File: src/rtl/lsu_ctrl_pkg.sv
// Shared load/store definitions: funct3 access codes, LSU FSM states, funct3 legality.
// Pure definitions; no latency or backpressure.
package lsu_ctrl_pkg;

   localparam logic [2:0] LSU_B  = 3'b000;
   localparam logic [2:0] LSU_H  = 3'b001;
   localparam logic [2:0] LSU_W  = 3'b010;
   localparam logic [2:0] LSU_BU = 3'b100;
   localparam logic [2:0] LSU_HU = 3'b101;

   typedef enum logic [1:0] {
      IDLE = 2'd0,
      REQ  = 2'd1,
      RESP = 2'd2
   } lsu_state_e;

   // Unsigned widths only make sense for loads.
   function automatic logic lsu_f3_legal(input logic [2:0] f3, input logic wren);
      logic ok;
      case (f3)
         LSU_B, LSU_H, LSU_W: ok = 1'b1;
         LSU_BU, LSU_HU:      ok = ~wren;
         default:             ok = 1'b0;
      endcase
      return ok;
   endfunction

endpackage

File: src/rtl/lsu_lane.sv
// Byte-lane steering: store mask/replication, load extraction/extension, alignment check.
// Purely combinational, zero latency; no backpressure.
module lsu_lane
   import lsu_ctrl_pkg::*;
#(
   parameter int WIDTH = 32
) (
   input  logic [2:0]       funct3_i,
   input  logic [1:0]       off_i,
   input  logic [WIDTH-1:0] st_data_i,
   input  logic [WIDTH-1:0] rdata_i,
   output logic [3:0]       bmask_o,
   output logic [WIDTH-1:0] wdata_o,
   output logic [WIDTH-1:0] ld_data_o,
   output logic             misalign_o
);

   logic [7:0]  byte_sel;
   logic [15:0] half_sel;

   always_comb begin
      byte_sel   = rdata_i[{off_i, 3'b000} +: 8];
      half_sel   = rdata_i[{off_i[1], 4'b0000} +: 16];
      bmask_o    = 4'b0000;
      wdata_o    = st_data_i;
      ld_data_o  = '0;
      misalign_o = 1'b0;
      case (funct3_i)
         LSU_B, LSU_BU: begin
            bmask_o   = 4'b0001 << off_i;
            wdata_o   = {(WIDTH/8){st_data_i[7:0]}};
            ld_data_o = (funct3_i == LSU_B) ? {{(WIDTH-8){byte_sel[7]}}, byte_sel}
                                            : {{(WIDTH-8){1'b0}}, byte_sel};
         end
         LSU_H, LSU_HU: begin
            bmask_o    = off_i[1] ? 4'b1100 : 4'b0011;
            wdata_o    = {(WIDTH/16){st_data_i[15:0]}};
            ld_data_o  = (funct3_i == LSU_H) ? {{(WIDTH-16){half_sel[15]}}, half_sel}
                                             : {{(WIDTH-16){1'b0}}, half_sel};
            misalign_o = off_i[0];
         end
         LSU_W: begin
            bmask_o    = 4'b1111;
            ld_data_o  = rdata_i;
            misalign_o = (off_i != 2'b00);
         end
         default: ;
      endcase
   end

endmodule

File: src/rtl/lsu_ctrl.sv
// Load/store unit: req/ack data-memory master with timeout, lane steering and load extension.
// vld->done 3 cycles on zero-wait ack (2 if rejected); holds REQ until ack, core stalls on busy.
module lsu_ctrl
   import lsu_ctrl_pkg::*;
#(
   parameter int WIDTH   = 32,
   parameter int TIMEOUT = 16
) (
   input  logic             i_clk,
   input  logic             i_rst_n,
   input  logic             i_lsu_vld,
   input  logic             i_lsu_wren,
   input  logic [2:0]       i_funct3,
   input  logic [WIDTH-1:0] i_addr,
   input  logic [WIDTH-1:0] i_st_data,
   output logic             o_mem_req,
   output logic             o_mem_we,
   output logic [WIDTH-1:0] o_mem_addr,
   output logic [WIDTH-1:0] o_mem_wdata,
   output logic [3:0]       o_mem_bmask,
   input  logic             i_mem_ack,
   input  logic [WIDTH-1:0] i_mem_rdata,
   output logic [WIDTH-1:0] o_ld_data,
   output logic             o_lsu_done,
   output logic             o_lsu_busy,
   output logic             o_misalign,
   output logic             o_bus_err,
   output logic             o_insn_vld
);

   localparam int            CW     = $clog2(TIMEOUT + 1);
   localparam logic [CW-1:0] TO_CNT = CW'(TIMEOUT);

   lsu_state_e       state_q;
   logic             wren_q;
   logic [2:0]       funct3_q;
   logic [1:0]       off_q;
   logic [CW-1:0]    cnt_q;
   logic [CW-1:0]    cnt_d;

   logic             mem_req_q, mem_we_q;
   logic [WIDTH-1:0] mem_addr_q, mem_wdata_q, ld_data_q;
   logic [3:0]       mem_bmask_q;
   logic             done_q, misalign_q, bus_err_q, insn_vld_q;

   logic [2:0]       lane_f3;
   logic [1:0]       lane_off;
   logic [3:0]       lane_bmask;
   logic [WIDTH-1:0] lane_wdata, lane_ld;
   logic             lane_misalign;

   // The lane steers the live request in IDLE and the latched one while waiting for ack.
   assign lane_f3  = (state_q == IDLE) ? i_funct3    : funct3_q;
   assign lane_off = (state_q == IDLE) ? i_addr[1:0] : off_q;
   assign cnt_d    = cnt_q + CW'(1);

   lsu_lane #(.WIDTH(WIDTH)) u_lane (
      .funct3_i   (lane_f3),
      .off_i      (lane_off),
      .st_data_i  (i_st_data),
      .rdata_i    (i_mem_rdata),
      .bmask_o    (lane_bmask),
      .wdata_o    (lane_wdata),
      .ld_data_o  (lane_ld),
      .misalign_o (lane_misalign)
   );

   always_ff @(posedge i_clk or negedge i_rst_n) begin
      if (!i_rst_n) begin
         state_q     <= IDLE;
         wren_q      <= 1'b0;
         funct3_q    <= 3'b000;
         off_q       <= 2'b00;
         cnt_q       <= '0;
         mem_req_q   <= 1'b0;
         mem_we_q    <= 1'b0;
         mem_addr_q  <= '0;
         mem_wdata_q <= '0;
         mem_bmask_q <= 4'b0000;
         ld_data_q   <= '0;
         done_q      <= 1'b0;
         misalign_q  <= 1'b0;
         bus_err_q   <= 1'b0;
         insn_vld_q  <= 1'b0;
      end else begin
         case (state_q)
            IDLE: begin
               cnt_q <= '0;
               if (i_lsu_vld) begin
                  wren_q   <= i_lsu_wren;
                  funct3_q <= i_funct3;
                  off_q    <= i_addr[1:0];
                  if (!lsu_f3_legal(i_funct3, i_lsu_wren)) begin
                     state_q    <= RESP;
                     done_q     <= 1'b1;
                     insn_vld_q <= 1'b0;
                     ld_data_q  <= '0;
                  end else if (lane_misalign) begin
                     state_q    <= RESP;
                     done_q     <= 1'b1;
                     insn_vld_q <= 1'b1;
                     misalign_q <= 1'b1;
                     ld_data_q  <= '0;
                  end else begin
                     state_q     <= REQ;
                     mem_req_q   <= 1'b1;
                     mem_we_q    <= i_lsu_wren;
                     mem_addr_q  <= {i_addr[WIDTH-1:2], 2'b00};
                     mem_wdata_q <= lane_wdata;
                     mem_bmask_q <= lane_bmask;
                  end
               end
            end
            REQ: begin
               cnt_q <= cnt_d;
               // An ack on the final allowed cycle still wins over the timeout.
               if (i_mem_ack || (cnt_d == TO_CNT)) begin
                  state_q     <= RESP;
                  mem_req_q   <= 1'b0;
                  mem_we_q    <= 1'b0;
                  mem_addr_q  <= '0;
                  mem_wdata_q <= '0;
                  mem_bmask_q <= 4'b0000;
                  done_q      <= 1'b1;
                  insn_vld_q  <= 1'b1;
                  bus_err_q   <= ~i_mem_ack;
                  ld_data_q   <= (i_mem_ack && !wren_q) ? lane_ld : '0;
               end
            end
            RESP: begin
               state_q    <= IDLE;
               cnt_q      <= '0;
               done_q     <= 1'b0;
               insn_vld_q <= 1'b0;
               misalign_q <= 1'b0;
               bus_err_q  <= 1'b0;
            end
            default: state_q <= IDLE;
         endcase
      end
   end

   assign o_mem_req   = mem_req_q;
   assign o_mem_we    = mem_we_q;
   assign o_mem_addr  = mem_addr_q;
   assign o_mem_wdata = mem_wdata_q;
   assign o_mem_bmask = mem_bmask_q;
   assign o_ld_data   = ld_data_q;
   assign o_lsu_done  = done_q;
   assign o_lsu_busy  = (state_q != IDLE);
   assign o_misalign  = misalign_q;
   assign o_bus_err   = bus_err_q;
   assign o_insn_vld  = insn_vld_q;

endmodule

File: config.mk
export PLATFORM = sky130hd
export DESIGN_NAME = lsu_ctrl
export DESIGN_NICKNAME = d
export VERILOG_FILES = /design/src/rtl/lsu_ctrl_pkg.sv /design/src/rtl/lsu_lane.sv /design/src/rtl/lsu_ctrl.sv
export SDC_FILE = /design/constraint.sdc
export NUM_CORES = 1
export LEC_CHECK = 0
export BUFFER_PORTS_ARGS = -buffer_cell sky130_fd_sc_hd__buf_2
export CORE_MARGIN = 8
export CORE_UTILIZATION = 50
export DETAILED_ROUTE_END_ITERATION = 12
export HOLD_SLACK_MARGIN = 0.1
export PLACE_DENSITY = 0.81
export SLEW_MARGIN = 5
export SYNTH_ARGS = -nofsm -noshare
export SYNTH_HDL_FRONTEND = slang
export SYNTH_SLANG_ARGS = --single-unit
export TNS_END_PERCENT = 5
File: constraint.sdc
create_clock -name i_clk -period 2.8 [get_ports i_clk]
set_clock_uncertainty 0.15 [all_clocks]
set_input_delay 0.28 -clock i_clk [delete_from_list [all_inputs] [get_ports i_clk]]
set_output_delay 0.28 -clock i_clk [all_outputs]
set_load 0.01 [all_outputs]
# Word level (Yosys, flattened, before mapping)

Index checks and enable logic that the tools add are counted.

Bits in registers: 119
Output and inout port bits: 107

Add/subtract/negate cells: 1
Multiplexer cells: 60
Bitwise gates (word level): 2
Shift operators: 3
Equal/unequal tests: 17
Reductions and logical operators: 25

Operators with widths:

| operator            | number |
|---|---|
| $mux 32             | 14 |
| $pmux 32 s2         | 4 |
| $pmux 32 s3         | 1 |
| $shiftx 32x6->16    | 1 |
| $shiftx 32x6->8     | 1 |
| $mux 4              | 5 |
| $mux 1              | 18 |
| $eq 3x3->1 const B  | 4 |
| $pmux 1 s2          | 6 |
| $pmux 4 s3          | 1 |
| $reduce_and 4->1    | 3 |
| $reduce_bool 2->1   | 6 |
| $mux 2              | 5 |
| $pmux 5 s2          | 1 |
| $ne 2x2->1 const B  | 4 |
| $pmux 4 s2          | 1 |
| $reduce_or 2->1     | 4 |
| $eq 3x1->1 const B  | 2 |
| $eq 3x2->1 const B  | 2 |
| $logic_not 3->1     | 2 |
| $pmux 1 s3          | 2 |
| $reduce_and 2->1    | 3 |
| $add 5x1->5 const B | 1 |
| $eq 5x5->1 const B  | 1 |
| 15 further kinds    | 16 |

# Logic depth before layout (Yosys ltp)

Gate-level depths: netlist of run 1.

Word-level depth: 9
Gate-level depth with buffers: 10
Depth with buffers taken out: 7

# By module

Synthesis of run 1 repeated with hierarchy kept, for this count alone.

Cells, all modules: 546
Area, all modules: 5990.7 um^2

By module, submodules not included:

| module   | area an instance (um^2) | cells each | sequential area each (um^2) | times used |
|---|---|---|---|---|
| lsu_ctrl | 4808.4                  | 383        | 2927.8                      | 1 |
| lsu_lane | 1182.4                  | 163        | 0.0                         | 1 |

# Least setup slack after synthesis of run 1

OpenSTA, ideal clock, no wires.

Path kind: register -> register
Start point: register state_q[0]
End point: register ld_data_q[21], in the netlist o_ld_data[21]
Period minus slack after synthesis: 2.448 ns
Path slack: 0.352 ns
Required time: 2.572 ns
Arrival time: 2.220 ns
Setup time: 0.078 ns
Stages on the path, launching flop included: 10
Path through: dfrtp_1 inv_1 ha_1 buf_2 and4bb_2 a211o_1 or2_2 nand3b_1 buf_1 o2bb2ai_1

Cells in the longest elaborated chain, start to end: 8

RTL lines:

| element                                        | RTL line                                       | text |
|---|---|---|
| start: declaration                             | lsu_ctrl.sv:34                                 | `lsu_state_e state_q;` |
| start signal: assignment                       | lsu_ctrl.sv:70                                 | `state_q <= IDLE;` |
| start signal: assignment                       | lsu_ctrl.sv:94                                 | `state_q <= RESP;` |
| start signal: assignment                       | lsu_ctrl.sv:99                                 | `state_q <= RESP;` |
| $logic_not 2->1                                | lsu_ctrl.sv:53, lsu_ctrl.sv:54, lsu_ctrl.sv:86 |  |
| $mux 2 / $mux 3 (equally long branches)        | lsu_ctrl.sv:54, lsu_ctrl.sv:53                 |  |
| $shiftx 32x6->16, or another cell as far along | lsu_lane.sv:23                                 | `half_sel = rdata_i[{off_i[1], 4'b0000} +: 16];` |
| $mux 32, or another cell as far along          | lsu_lane.sv:38                                 | `ld_data_o = (funct3_i == LSU_H) ? {{(WIDTH-16){half_sel[15]}}, half_sel}` |
| $pmux 32 s3                                    | lsu_lane.sv:28                                 | `case (funct3_i)` |
| $mux 32                                        | lsu_ctrl.sv:127                                | `ld_data_q <= (i_mem_ack && !wren_q) ? lane_ld : '0;` |
| $mux 32                                        | lsu_ctrl.sv:117                                | `if (i_mem_ack \|\| (cnt_d == TO_CNT)) begin` |
| $pmux 32 s2                                    | lsu_ctrl.sv:86                                 | `case (state_q)` |
| end signal: assignment                         | lsu_ctrl.sv:127                                |  |
| end: declaration                               | lsu_ctrl.sv:42                                 | `logic [WIDTH-1:0] mem_addr_q, mem_wdata_q, ld_data_q;` |

Parallel ways exist; a longest one is shown, timed or not. The select of a mux whose other input is x is not followed.
A chain may end at the register's enable or synchronous reset.

# Final worst setup path of run 1

Start point: register state_q[1]
End point: register ld_data_q[8], in the netlist o_ld_data[8]

Cells in the longest elaborated chain, start to end: 8

RTL lines:

| element                                        | RTL line |
|---|---|
| $logic_not 2->1                                | lsu_ctrl.sv:53, lsu_ctrl.sv:54, lsu_ctrl.sv:86 |
| $mux 2 / $mux 3 (equally long branches)        | lsu_ctrl.sv:54, lsu_ctrl.sv:53 |
| $shiftx 32x6->16, or another cell as far along | lsu_lane.sv:23 |
| $mux 32, or another cell as far along          | lsu_lane.sv:38 |
| $pmux 32 s3                                    | lsu_lane.sv:28 |
| $mux 32                                        | lsu_ctrl.sv:127 |
| $mux 32                                        | lsu_ctrl.sv:117 |
| $pmux 32 s2                                    | lsu_ctrl.sv:86 |

Parallel ways exist; a longest one is shown, timed or not. The select of a mux whose other input is x is not followed.

==> flow_metrics.py, run 1 <==
metrics = {
    "route": {
        "antenna_left": 0,
        "drt-initial-drc-count": 842,
        "vias_per_cell": 6.420,
        "vias": 6182,
        "wire_per_inst_um": 24.53,
        "drcViolationCount": 0,
        "wl_mm": 23.63,
        "dr.pass1.iters": 7,
    },
    "clock_network": {
        "clock_path_buffers": 2,
        "clk_pin_slew_ns": 0.06,
        "root_buffer": "clkbuf_8",
        "clock-sinks": 117,
        "cts_made_buffers": 17,
        "clock_latency_ns": 0.53,
        "htreeDepth": 4,
        "cts_tree": "built",
    },
    "yosys": {
        "seq_area_frac_synth_pct": 52.16,
        "synth_area_per_cell_um2": 11.48,
        "ys_top_cells_by_count": "dfrtp_1, o2bb2ai_1, a22o_1",
        "ys_seq_elements": 117,
        "synth_cell_types": 54,
        "synth-edff-count": 0,
        "yosysMostFrequentCell": "dfrtp_1",
        "synth_top_area_share_pct": 52.16,
        "yosysWarningCount": 0,
        "synthArstFlopShare_pct": 100.0,
        "synth.largest_area_cell": "dfrtp_1",
        "netlist_area_um2": 5613,
        "synthFlopType": "dfrtp_1",
        "syn-instance-count": 489,
        "synthTopCellsByArea": "dfrtp_1, o2bb2ai_1, a22o_1, mux2i_1, a221oi_1",
    },
    "timing": {
        "tightest_slew_ns": 0.8414,
        "slew_headroom_pct": 43.48,
        "hold_viol_final": 0,
        "worst_slack_ns": -0.01108,
        "rsz0062_at_grt": "true",
        "slew_violations": 0,
        "min_period_over_period_pct": 100.4,
        "fin_crit_ns": 2.811,
        "clock.fmax_mhz": 355.7,
        "whs_ns": 0.2574,
        "finalSetupViolations": 1,
    },
    "worst_setup_path": {
        "r2r_cells": 8,
        "path_class": "reg -> reg",
        "critPathMaxFanout": 31,
        "cp.arrival_ns": 3.10,
        "crit_required_ns": 3.09,
        "reg2reg_to": "o_ld_data[8]$_DFFE_PN0P_",
        "worstSetupStartpointType": "flip-flop",
        "cp_slowest_stage_delay_ns": 0.76,
        "endpoint_kind": "flip-flop",
        "r2r-start": "state_q[1]$_DFFE_PN0P_",
        "critPathSlowestCell": "nor4_4",
        "crit_chain": "inv_1 > ha_1 > buf_12 > nor2b_1 > a32o_1 > nor4_4 > a222oi_1 > o2bb2ai_1",
        "r2r_slack_ns": -0.01,
    },
    "die": {
        "die_w_um": 122.0,
        "pin_count": 211,
        "die_area_um2": 14870,
        "rows": 38,
        "core-area_um2": 10890,
        "dieHeight_um": 122.0,
        "initial_core_util_pct": 51.55,
    },
    "final_layout": {
        "final_area_um2": 8680,
        "drive_gt1_share_pct": 35.20,
        "post-route-util_pct": 79.72,
        "syn_to_final_growth_pct": 54.64,
        "finalNonFillerCells": 963,
        "fillers": 556,
        "nets": 918,
    },
    "job": {
        "cap_violations": 0,
    },
    "hold_path": {
        "hold_path.class": "in -> async",
    },
    "global_routing": {
        "grt.overflow.total": 0,
        "grt_antenna_before_repair": 2,
        "grt_pass1_wl_mm": 36.10,
        "grt_pass1_vias": 6416,
        "grt_start_max_net_pins": 61,
        "grt.total_usage_pct": 31.65,
    },
    "placement": {
        "place_congestion": 0.8870,
        "dpl.cell_count": 816,
        "hpwl_mm": 13.26,
        "io_buffers": 208,
        "post_dp_cell_area_um2": 6863,
    },
    "pwr": {
        "powerDensity_nw_per_um2": 1079,
        "p_leak_uw": 0.004329,
        "ir_drop_uv": 686.2,
        "power.total_uw": 9361,
    },
    "run_status": {
        "violations": "negative setup slack",
        "status": "finished with violations",
    },
}
timing repair:
| action | CTS | global route |
|---|---|---|
| setup buffers | 0 | 1 |
| endpoints found under the hold margin | 161 | 0 |
| hold buffers | 111 | 0 |
| gates cloned | 1 | 0 |
| pin swaps | 1 | 0 |
| gates resized for setup | 2 | 10 |
| endpoints found under the setup margin | 24 | 64 |
layout make-up:
type	count	area, µm²	share of cell area [%]
clock buffer	17	414.1	4.772
inverter	6	22.52	0.2595
sequential	117	2928	33.73
clock inverter	15	203.9	2.350
tap	140	175.2	2.018
multi-input combinational	326	2541	29.28
antenna	2	5.005	0.05766
timing repair buffer	340	2390	27.53
placed cells by master, fill, tap and decap left out, types with 12 or more instances in the layout:
master,netlist,final
mux2i_1,24,21
buf_2,20,207
dlygate4sd3_1,0,111
a221oi_1,25,25
dfrtp_1,117,117
o2bb2ai_1,49,48
buf_4,2,14
nand2_1,30,30
a21oi_1,13,12
a22o_1,40,40
clkbuf_16,0,16
nor2_1,21,21
kinds of logic (layout without fill, tap and decap cells):
family / after synthesis / count (layout) / share of synthesized area, %
AOI/OAI and AO/OA: 181 / 181 / 26.15
other: 1 / 4 / 0.06681
and+or+nand+nor: 100 / 101 / 9.496
muxes: 34 / 34 / 6.286
xor gates and xnor gates: 2 / 2 / 0.3121
DFF: 117 / 117 / 52.16
adders and majority gates: 6 / 6 / 1.337
buffers and inverters: 48 / 378 / 4.191
sequential cells by signal, indices dropped and copies added (netlist names):
name / flops
o_ld_data: 32
o_mem_wdata: 32
o_mem_addr: 30
cnt_q: 5
o_mem_bmask: 4
funct3_q: 3
off_q: 2
state_q: 2
o_bus_err: 1
o_insn_vld: 1
o_lsu_done: 1
o_mem_req: 1
o_mem_we: 1
o_misalign: 1
wren_q: 1
per-layer routing:
metal	up-vias	global-route usage, %	wire [µm]
met3	134	10.87	2867
li1	2557	-	-
met4	0	15.73	1243
met5	-	0	0
met2	563	50.02	11180
met1	2928	37.92	8332
worst max-delay path by stage:
stage	start	endpoint	cells past startpoint
floorplan	state_q[0]$_DFFE_PN0P_	o_ld_data[21]$_DFFE_PN0P_	9
global placement	state_q[0]$_DFFE_PN0P_	o_ld_data[18]$_DFFE_PN0P_	8
detailed placement	state_q[0]$_DFFE_PN0P_	o_ld_data[10]$_DFFE_PN0P_	8
CTS	state_q[1]$_DFFE_PN0P_	o_ld_data[3]$_DFFE_PN0P_	10
global route	state_q[1]$_DFFE_PN0P_	o_ld_data[8]$_DFFE_PN0P_	8
finish	state_q[1]$_DFFE_PN0P_	o_ld_data[8]$_DFFE_PN0P_	8
worst max-delay path, delay by kind of cell (launching register included):
family | cells | cell delay [ns]
simple gates | 2 | 0.85
flops | 1 | 0.44
compound gates | 3 | 0.76
fa+ha+maj | 1 | 0.19
buf+inv | 2 | 0.31
power breakdown:
part / switching, µW / leakage (µW) / internal (µW) / total, µW
Combinational: 2520 / 0.00247 / 1870 / 4390
Sequential: 427 / 0.00156 / 2230 / 2650
Clock: 868 / 0.000291 / 1450 / 2320
Total: 3810 / 0.00433 / 5550 / 9360
through the flow:
| step | TNS, ns | setup WS [ns] |
|---|---|---|
| after detailed placement | -0.4443 | -0.04271 |
| after global placement | 0 | 0.008376 |
| final | -0.01108 | -0.01108 |
| after global routing | -0.4914 | -0.1050 |
| after floorplan | 0 | 0.3519 |
| after CTS | 0 | 0.03181 |
(Power assumes the default switching activity.)
==> inputs of run 2 (changes only) <==
- PLACE_DENSITY: 0.81 -> 0.8
- SYNTH_HIERARCHICAL: not set -> 1
==> run 2 against run 1 <==
The run now ends clean. Critical endpoint is now o_mem_addr[19]$_DFFE_PN0P_. Synthesized cell count rose by 12%. Non-clock buffer count shrank 45. Total power fell by 2.6%. Core utilization fell by 8.2 points. Critical path depth grew 4. Largest cell class unchanged. Synthesized area increased by 6.7%. Combinational power about the same. Final cell count up 1.2%. Highest routed layer unchanged.
==> flow_metrics.py, run 2 <==
metrics = {
    "yosys": {
        "synth_cell_types": 45,
        "syn-instance-count": 546,
        "synthArstFlopShare_pct": 100.0,
        "ys_seq_elements": 117,
        "ys_top_cells_by_count": "dfrtp_1, a22o_1, nand2_1",
        "yosysMostFrequentCell": "dfrtp_1",
        "yosysWarningCount": 6,
        "netlist_area_um2": 5991,
        "seq_area_frac_synth_pct": 48.87,
        "synthTopCellsByArea": "dfrtp_1, a22o_1, mux2i_1, mux2_2, nand2_1",
        "synthFlopType": "dfrtp_1",
        "synth_area_per_cell_um2": 10.97,
        "synth-edff-count": 0,
        "synth.largest_area_cell": "dfrtp_1",
        "synth_top_area_share_pct": 48.87,
    },
    "worst_setup_path": {
        "r2r_slack_ns": 0.05,
        "cp.arrival_ns": 2.90,
        "cp_slowest_stage_delay_ns": 0.44,
        "crit_path_frequent_cell": "nand2_1",
        "path_class": "reg -> reg",
        "critPathMaxFanout": 34,
        "critPathSlowestCell": "dfrtp_2",
        "crit_required_ns": 2.95,
        "cp_top_family": "simple AND/OR/NAND/NOR gates",
        "critPathBufInv": 3,
        "endpoint_kind": "flip-flop",
        "worstSetupStartpointType": "flip-flop",
        "crit_chain": "inv_2 > ha_4 > mux2_4 > and2b_1 > nand2_1 > nand2_1 > nand2b_1 > o21ai_2 > nand3b_1 > buf_4 > buf_8 > a22o_1",
    },
    "die": {
        "pin_count": 211,
        "dieHeight_um": 125.5,
        "initial_core_util_pct": 50.51,
        "core-area_um2": 11860,
        "rows": 40,
        "die_w_um": 125.5,
        "die_area_um2": 15740,
    },
    "global_routing": {
        "grt_pass1_vias": 5906,
        "grt.total_usage_pct": 24.30,
        "grt_start_max_net_pins": 69,
        "grt_pass1_wl_mm": 30.69,
        "grt_antenna_before_repair": 1,
        "grt.overflow.total": 0,
    },
    "job": {
        "cap_violations": 0,
    },
    "timing": {
        "finalSetupViolations": 0,
        "slew_headroom_pct": 64.30,
        "fin_crit_ns": 2.749,
        "min_period_over_period_pct": 98.16,
        "tightest_slew_ns": 0.5335,
        "clock.fmax_mhz": 363.8,
        "worst_slack_ns": 0.05150,
        "slew_violations": 0,
        "hold_viol_final": 0,
    },
    "pwr": {
        "p_sw_uw": 3505,
        "powerDensity_nw_per_um2": 1075,
        "internal_power_uw": 5612,
        "p_sw_share_pct": 38.44,
        "clockPowerShare_pct": 24.4,
        "combPwrFrac_pct": 48.5,
        "p_leak_uw": 0.004423,
        "ir_drop_uv": 610.6,
        "p_seq_share_pct": 27.1,
    },
    "clock_network": {
        "root_buffer": "clkbuf_16",
        "clock_path_buffers": 2,
        "clk_pin_slew_ns": 0.06,
        "cts_tree": "built",
        "cts_made_buffers": 17,
        "htreeDepth": 4,
        "clock_latency_ns": 0.41,
        "clock-sinks": 117,
    },
    "run_status": {
        "status": "finished, final reports clean",
    },
    "final_layout": {
        "drive_gt1_share_pct": 37.97,
        "nets": 924,
        "final_common_cell": "buf_2",
        "fillers": 791,
        "syn_to_final_growth_pct": 41.54,
        "post-route-util_pct": 71.49,
        "final_cell_mix": "buf_2, dfrtp_1, a22o_1",
    },
    "placement": {
        "pre_cts_slack_ns": 0.00002021,
        "place_congestion": 0.9325,
        "hpwl_mm": 12.68,
        "io_buffers": 208,
    },
    "route": {
        "wl_mm": 19.88,
        "drt-initial-drc-count": 551,
        "vias_per_cell": 5.658,
        "wire_per_inst_um": 20.39,
        "dr.pass1.iters": 5,
        "drcViolationCount": 0,
        "vias": 5517,
        "antenna_left": 0,
    },
    "hold_path": {
        "hold_path.class": "in -> reg",
    },
}
-- run 2: changes by cell type after synthesis, moves of 13 or more --
cell / change
o2bb2ai_1: -47
nand2_1: +39
inv_1: +31
a22o_1: +30
a221oi_1: -25
mux2_2: +25
mux2i_1: +23
o211ai_1: +15
nand3_1: +13
-- run 2: cell type report --
cell class	count	area, µm²	share of cell area (%)
antenna	1	2.502	0.02951
clock buffer	21	460.4	5.430
sequential	117	2930	34.56
inverter	37	138.9	1.638
clock inverter	11	151.4	1.785
timing repair buffer	295	1943	22.92
tap	147	183.9	2.169
multi-input combinational	346	2669	31.47
-- run 2: repair_timing --
action                     in CTS  in global routing
hold endpoints to repair       99                  0
gates cloned                    0                  3
hold buffers                   65                  0
setup endpoints to repair       5                100
buffers inserted                0                  1
gates resized for setup         1                 11
pin swaps                       0                  3
-- run 2: path summary, 6_finish.rpt --
path | start | end | depth (start not counted)
worst max-delay path | state_q[0]$_DFFE_PN0P_ | o_mem_addr[19]$_DFFE_PN0P_ | 12
worst min-delay path | i_st_data[9] | o_mem_wdata[9]$_DFFE_PN0P_ | 3
worst max register to register | state_q[0]$_DFFE_PN0P_ | o_mem_addr[19]$_DFFE_PN0P_ | 12
worst min register to register | o_mem_req$_DFFE_PN0P_ | o_mem_req$_DFFE_PN0P_ | 1
max in group asynchronous | i_rst_n | o_ld_data[1]$_DFFE_PN0P_ | 3
min in group asynchronous | i_rst_n | o_ld_data[3]$_DFFE_PN0P_ | 2
-- run 2: cells by family after synthesis --
logic type | count (synthesis) | share of synthesized area, %
DFF | 117 | 48.87
muxes | 81 | 14.43
other | 1 | 0.06260
xor gates and xnor gates | 2 | 0.2925
adders and majority gates | 6 | 1.253
and+or+nand+nor | 128 | 10.38
AOI/OAI and AO/OA | 127 | 17.04
buffers and inverters | 84 | 7.665
-- run 2: per-stage QoR --
stage	hold WS (ns)	cells	setup TNS, ns	power (µW)	area, µm²
2_1_floorplan	-0.1656	547	-0.3306	5433	6053
3_3_place_gp	0.1165	873	0	6325	7116
3_5_place_dp	0.1193	873	0	6457	7116
4_1_cts	0.1016	970	0	8798	8388
5_1_grt	0.1129	975	-3.437	9573	8479
6_report	0.1139	975	0	9117	8479
-- run 2: power groups by stage --
stage | clock network [µW] | registers (µW) | logic (µW)
6_report | 2220 | 2470 | 4420
5_1_grt | 2340 | 2520 | 4720
4_1_cts | 2260 | 2440 | 4100
3_5_place_dp | 0 | 2440 | 4010
3_3_place_gp | 0 | 2440 | 3880
2_1_floorplan | 0 | 2590 | 2840
-- run 2: worst register-to-register path: stages, from the launching register on --
cell and delay (ns):
dfrtp_2 0.44, inv_2 0.10, ha_4 0.19, mux2_4 0.34, and2b_1 0.18, nand2_1 0.06
nand2_1 0.10, nand2b_1 0.22, o21ai_2 0.18, nand3b_1 0.09, buf_4 0.17, buf_8 0.19
a22o_1 0.22
-- run 2: layer usage --
metal / global-route usage, % / share of wire (%) / vias to the layer above
met3: 10.67 / 11 / 46
met5: 0 / 0 / -
met2: 39.32 / 48 / 336
met4: 8.739 / 2.7 / 0
li1: - / - / 2479
met1: 28.01 / 38 / 2656
